==> src/rtl/core_cbus_bridge.sv <==
// Uncached bridge: arbitrates one ibus and one dbus request onto a single-beat cbus transaction
// and returns the response to whichever port was granted.
module core_cbus_bridge #(
    parameter bit RR_ARB = 1'b1
) (
    input  logic         clk,
    input  logic         resetn,
    input  logic [64:0]  ireq,
    output logic [33:0]  iresp,
    input  logic [139:0] dreq,
    output logic [65:0]  dresp,
    output logic [150:0] creq,
    input  logic [65:0]  cresp
);

    localparam logic [2:0] MSIZE4      = 3'b010;
    localparam logic [7:0] MLEN1       = 8'd0;
    localparam logic [1:0] BURST_FIXED = 2'b00;

    typedef enum logic [1:0] {StIdle, StBusy, StResp} state_e;

    state_e      state_q, state_d;
    logic        gnt_d_q, gnt_d_d;            // 1: current transaction belongs to dbus
    logic        last_gnt_d_q, last_gnt_d_d;
    logic [63:0] addr_q, addr_d;
    logic [2:0]  size_q, size_d;
    logic [7:0]  strobe_q, strobe_d;
    logic [63:0] data_q, data_d;
    logic [63:0] word_q, word_d;

    logic        i_valid, d_valid, take, pick_d;
    logic [63:0] i_addr, d_addr, d_data;
    logic [2:0]  d_size;
    logic [7:0]  d_strobe;
    logic        c_ready, c_last;
    logic [63:0] c_data;

    assign i_valid  = ireq[64];
    assign i_addr   = ireq[63:0];
    assign d_valid  = dreq[139];
    assign d_addr   = dreq[138:75];
    assign d_size   = dreq[74:72];
    assign d_strobe = dreq[71:64];
    assign d_data   = dreq[63:0];
    assign c_ready  = cresp[65];
    assign c_last   = cresp[64];
    assign c_data   = cresp[63:0];

    // On a tie, round-robin hands the grant to whichever port did not win last time.
    assign pick_d = d_valid && (!i_valid || !RR_ARB || !last_gnt_d_q);
    assign take   = (state_q == StIdle) && (i_valid || d_valid);

    always_comb begin
        state_d      = state_q;
        gnt_d_d      = gnt_d_q;
        last_gnt_d_d = last_gnt_d_q;
        addr_d       = addr_q;
        size_d       = size_q;
        strobe_d     = strobe_q;
        data_d       = data_q;
        word_d       = word_q;
        unique case (state_q)
            StIdle: begin
                if (take) begin
                    gnt_d_d      = pick_d;
                    last_gnt_d_d = pick_d;
                    addr_d       = pick_d ? d_addr : i_addr;
                    size_d       = pick_d ? d_size : MSIZE4;
                    strobe_d     = pick_d ? d_strobe : 8'h00;
                    data_d       = pick_d ? d_data : 64'h0;
                    state_d      = StBusy;
                end
            end
            StBusy: begin
                // A ready beat without last is a protocol error and is ignored.
                if (c_ready && c_last) begin
                    word_d  = c_data;
                    state_d = StResp;
                end
            end
            StResp: state_d = StIdle;
            default: state_d = StIdle;
        endcase
    end

    always_ff @(posedge clk or negedge resetn) begin
        if (!resetn) begin
            state_q      <= StIdle;
            gnt_d_q      <= 1'b0;
            last_gnt_d_q <= 1'b0;
            addr_q       <= 64'h0;
            size_q       <= 3'h0;
            strobe_q     <= 8'h0;
            data_q       <= 64'h0;
            word_q       <= 64'h0;
        end else begin
            state_q      <= state_d;
            gnt_d_q      <= gnt_d_d;
            last_gnt_d_q <= last_gnt_d_d;
            addr_q       <= addr_d;
            size_q       <= size_d;
            strobe_q     <= strobe_d;
            data_q       <= data_d;
            word_q       <= word_d;
        end
    end

    logic busy, resp;
    assign busy = (state_q == StBusy);
    assign resp = (state_q == StResp);

    assign creq = {busy, |strobe_q, size_q, addr_q, strobe_q, data_q, MLEN1, BURST_FIXED};

    // addr_ok is combinational, so it is gated by reset to keep outputs quiet during reset.
    assign iresp = {resetn && take && !pick_d, resp && !gnt_d_q,
                    addr_q[2] ? word_q[63:32] : word_q[31:0]};
    assign dresp = {resetn && take && pick_d, resp && gnt_d_q, word_q};

endmodule

==> config.mk <==
export PLATFORM = sky130hd
export DESIGN_NAME = core_cbus_bridge
export DESIGN_NICKNAME = d
export VERILOG_FILES = /design/src/rtl/core_cbus_bridge.sv
export SDC_FILE = /design/constraint.sdc
export NUM_CORES = 1
export LEC_CHECK = 0
export CORE_AREA = 3 3 204 206
export DETAILED_ROUTE_END_ITERATION = 8
export DIE_AREA = 0 0 207 209
export PLACE_DENSITY_LB_ADDON = 0.2
export SLEW_MARGIN = 20
export SYNTH_ARGS = -nofsm -noshare
export SYNTH_HDL_FRONTEND = slang
export SYNTH_SLANG_ARGS = --single-unit
export TNS_END_PERCENT = 10
==> constraint.sdc <==
create_clock -name clk -period 2.25 [get_ports clk]
set_clock_uncertainty 0.2 [all_clocks]
set_input_delay 0.45 -clock clk [delete_from_list [all_inputs] [get_ports clk]]
set_output_delay 0.45 -clock clk [all_outputs]
set_load 0.01 [all_outputs]
======== After elaboration in Yosys (flattened, before gate mapping) ========
Cells that the tools add are included.
storage, ports and cells
  register bits ........................... 206
  latch bits .............................. 0
  bits in writable memories ............... 0
  ROM bits ................................ 0
  word-level logic and storage cells ...... 37
  memories ................................ 0
cells by class
  add/subtract/negate cells ............... 0
  multipliers ............................. 0
  div/mod/pow operators ................... 0
  magnitude comparators ................... 0
  equal/unequal tests ..................... 4
  shifts and indexed selects .............. 0
  multiplexer cells ....................... 8
  bitwise operators ....................... 0
  reductions and logical operators ........ 18
operator list
  operator            count
  $mux 64             2
  $mux 32             1
  $logic_and 1x1->1   8
  $mux 8              1
  $reduce_or 8->1     1
  $reduce_and 2->1    3
  $mux 2              2
  $pmux 2 s2          1
  $logic_not 1->1     3
  $mux 3              1
  $eq 2x1->1 const B  1
  $eq 2x2->1 const B  1
  $logic_not 2->1     1
  $logic_or 1x1->1    2
  $ne 2x1->1 const B  1
  $ne 2x2->1 const B  1

======== Logic depth before layout (Yosys ltp) ========
Gate-level depths: netlist (run 1).
  depth in word-level cells ............... 5
  mapped depth ............................ 5

======== Worst setup path before layout (run 1) ========
No wires, ideal clock.
  path kind ............................... input-to-output
  start point ............................. input dreq[139]
  end point ............................... output dresp[65]
  data arrival time ....................... 1.441 ns
  slack ................................... 0.159 ns
  stages on the path ...................... 5
  cells stage by stage .................... a21bo_4 > nor3_2 > buf_2 > buf_2 > and2_1
on the way
  longest elaborated chain between the ends .. 4
  elaborated cells between the ends (all ways) .. 5
  those cells by class .................... 5 x reduce/logical
RTL lines
  element              line  source
  from (decl)          10    input logic [139:0] dreq,
  $logic_or 1x1->1     51    assign take = (state_q == StIdle) && (i_valid || d_valid);
  $logic_and 1x1->1    51
  $logic_and 1x1->1    117   assign dresp = {resetn && take && pick_d, resp && gnt_d_q, word_q};
  $logic_and 1x1->1 *  117
  to (decl)            11    output logic [65:0] dresp,
Mark *: on every way between the ends. The rest lies on a longest branch, timed or not.

======== Final worst setup path (run 1) ========
  start point ............................. register addr_q[2]
  end point ............................... output iresp[7]
on the way
  longest elaborated chain between the ends .. 1
RTL lines
  element                 line  source
  from (decl)             25    logic [63:0] addr_q, addr_d;
  from (signal assigned)  100   addr_q <= addr_d;
  $mux 32                 116   addr_q[2] ? word_q[63:32] : word_q[31:0]};
  to (decl)               9     output logic [33:0] iresp,
No other way between the ends.

==> summary.md, run 1 <==
| Metric | Value |
|---|---|
| Status | `complete, but fails checks` |
| Violated checks | `negative setup slack` |
| Fraction of layout cells with a size suffix above 1 | `31.33%` |
| DR iter-0 viols | `281` |
| Grt total ovfl | `0` |
| Fin area | `16130 µm²` |
| Final Non-Filler Cells | `1659` |
| Clock latency on the worst-skew pair | `0.54 ns` |
| Detailed-router iteration count before antenna repair | `6` |
| FF-to-FF path depth | `6` |
| Crit. End Element | `output pin` |
| All-Layer GR Usage | `14.51%` |
| Pwr dens | `1417 nW/µm²` |
| Die H | `209 µm` |
| Post-synthesis register bit count | `206` |
| Sequential-to-total area share from yosys stat | `56.27%` |
| Synthesis-to-finish area growth | `76.02%` |
| Cell count after synthesis | `578` |
| DIE AREA | `43260 µm²` |
| Synth Area in Adders | `0%` |
| Maxcap violations | `0` |
| Hold_sp | `dreq[73]` |
| Fin crit share | `104.3%` |
| Final worst setup slack | `-0.09605 ns` |
| Min cycle time layout | `2.346 ns` |
| CTS HTree Levels | `1` |
| Worst-path clk slew | `0.06 ns` |
| Compound-Gate Fraction of Synth Area | `7.566%` |
| CTS Sinks | `206` |
| Via density | `4.181` |
| Reg2reg setup slack | `0.16 ns` |
| Worst-case clock buffer depth | `3` |
| Share of the synthesized area in the top cell type | `56.27%` |
| First-pass GRT wire length | `49100 µm` |
| Met2 Track Usage GR | `25.67%` |
| CTS tree | `yes` |
| Worst Setup Path Type | `flop to output pin` |
| Worst Hold Path Cells | `3` |
| Synth warnings | `0` |
| RSZ-0062 raised after global routing | `yes` |
| Largest stage delay, worst path | `0.40 ns` |
| # nets final | `1388` |
| Hold slack | `0.2465 ns` |
| Post-synthesis mux area share | `31.55%` |
| FP Rows | `73` |
| Avg Cell Area, Syn | `15.85 µm²` |
| Vias in the first global route | `7404` |
| Setup TNS | `-2.119 ns` |
| Peak Freq | `426.2 MHz` |
| Cell variety after synth | `26` |
| Max Fanout on Critical Path | `4` |
| Reg-to-Reg End | `addr_q[6]` |
| Average routed wire per standard cell | `20.05 µm` |
| Setup-failing EPs final | `31` |
| CP startpoint kind | `flop` |
| Worst-margin pin slew | `0.8863 ns` |
| Post-Place Cells | `1592` |
| Slew Viols, Final | `0` |
| Mapped cell area | `9161 µm²` |
| Die Span X | `207 µm` |
| Largest net degree at the start of global routing | `114` |
| R2R Path Start | `last_gnt_d_q` |
| Root Buffer Master | `clkbuf_16` |
| Initial antenna violation count | `1` |
| CP max stage cell | `dfrtp_2` |
| GPL Wtd Cong | `0.8011` |
| Yosys top cell by area | `dfrtp_1` |
| Area post-placement | `15020 µm²` |
| Main combinational cell family by area after synthesis | `multiplexers` |
| Critical path arrival | `1.70 ns` |
| Detailed Route WL | `33260 µm` |
| Antenna viol nets, final | `0` |
| Worst rel slew slack | `40.91%` |
| PortBufs | `513` |
| Worst hold path class | `input pin to flop` |
| CP required | `1.60 ns` |
| Area contributors post-synth | `dfrtp_1 56%, mux2_4 16%, mux2_2 15%` |
| Worst-path cell chain | `buf_12, clkbuf_16, mux2_2, buf_6` |
| DP HPWL | `24410 µm` |
| CORE AREA | `39820 µm²` |
| Leakage | `7.000 nW` |
| Peak VDD IR | `0.0007628 V` |
| Synth Area in Simple Gates | `0.9014%` |
| Initial Util | `23.00%` |
| Post-route DRC | `0` |
| Final hold vios | `0` |
| Grt met1 use | `17.36%` |
| CTS Buf Count | `27` |
| Hold Path End | `size_q[1]` |
| IO Count | `524` |
| Post-Synth XOR/XNOR Area | `0%` |
| Via count | `6937` |
| Grt met3 use | `4.234%` |
| Top Usage Layer GRT | `met2` |
[critical path, delay by kind of cell (launching register included)]
| kind | cells | cell delay (ns) |
|---|---|---|
| mux | 1 | 0.34 |
| buf+inv | 3 | 0.41 |
| flops | 1 | 0.40 |
[through the flow]
stage                     util [%]  total power, mW  setup WS, ns
final                        40.49            22.85      -0.09605
after global routing         40.49            24.11       -0.1536
after CTS                    40.09            22.99       -0.2184
after detailed placement     37.72            18.51       -0.4967
after global placement       37.72            18.47       -0.4835
after floorplan                  -            11.73        0.1593
[flip-flops by register name, summed over array words and instances (netlist names)]
signal        count
word_q           64
state_q           2
last_gnt_d_q      1
strobe_q          8
addr_q           64
size_q            3
data_q           64
[timing repair]
action | in CTS | in global routing
setup buffers | 7 | 8
resized for setup | 172 | 24
setup endpoints to repair | 41 | 38
pin swaps | 1 | 6
hold endpoints to repair | 206 | 0
hold buffers | 1 | 0
gates cloned | 2 | 1
[cell usage after synthesis]
cell type  count
nand2_1        4
and2_1         1
nand3_1        1
conb_1         1
mux2_4        98
o21a_1         1
mux2_2       126
a22o_1        74
nor3_2         1
buf_2         11
inv_1          2
and2b_1        1
a21o_1         1
a2bb2oi_1      1
o21ai_1        1
and3b_1        1
and3_1         1
nor3b_1        1
dfrtp_1      206
clkbuf_1      14
nor4_1         2
buf_4         20
nor2_1         1
buf_1          1
buf_6          6
a21bo_4        1
[placed cells by master, fill, tap and decap left out, drive strengths merged]
cell	count
nor2	1
diode	1
dlygate4sd2	4
and3b	1
and3	1
a21o	1
inv	4
a22o	74
nand3	1
dlygate4sd3	1
a2bb2oi	1
clkdlybuf4s15	3
o21ai	1
clkinv	6
mux2	224
nor3b	1
nor3	1
nand2	4
a21bo	1
o21a	1
and2	1
buf	71
dlymetal6s2s	3
and2b	1
dfrtp	206
nor4	2
conb	10
clkbuf	41
clkdlybuf4s50	467
[worst max-delay path by stage]
stage,from,endpoint,slack [ns],cells after the start
global placement,dreq[139],dresp[65],-0.48,5
detailed placement,dreq[139],dresp[65],-0.50,5
floorplan,dreq[139],dresp[65],0.16,5
global route,addr_q[2],iresp[15],-0.15,4
finish,addr_q[2],iresp[7],-0.1,4
CTS,addr_q[2],iresp[3],-0.22,4
[metal layers]
metal  wire, µm  vias to the layer above
met5          0                        -
met4        704                        0
met3       2175                       35
li1           -                     3177
met2      16900                      263
met1      13470                     3462
[cells by family after synthesis]
kind of cell	count (synthesis)
AO/OA/AOI/OAI	79
buffers and inverters	54
flip-flops	206
multiplexers	224
other	1
AND/OR/NAND/NOR	14
[cell type report]
type	instances	area, µm²
Antenna cell	1	2.502
Clock buffer	39	780.7
Clock inverter	8	51.30
Fill cell	3797	23700
Inverter	2	7.507
Multi-Input combinational cell	327	3780
Sequential cell	206	5159
Tap cell	525	656.9
Timing Repair Buffer	551	5688
[power breakdown]
group          total, mW  internal [mW]  leakage, nW  switching (mW)
Clock               4.08           2.40        0.416            1.68
Combinational       11.9           7.43         4.07            4.43
Sequential          6.91           5.59         2.51            1.32
No activity file was read; power rests on OpenSTA's default activity.
==> run 2: changes to the inputs <==
Settings changed: ABC_CLOCK_PERIOD_IN_PS set to 2250.
==> results of run 2 <==
The final DEF is identical to that of run 1; final timing and power are the same.
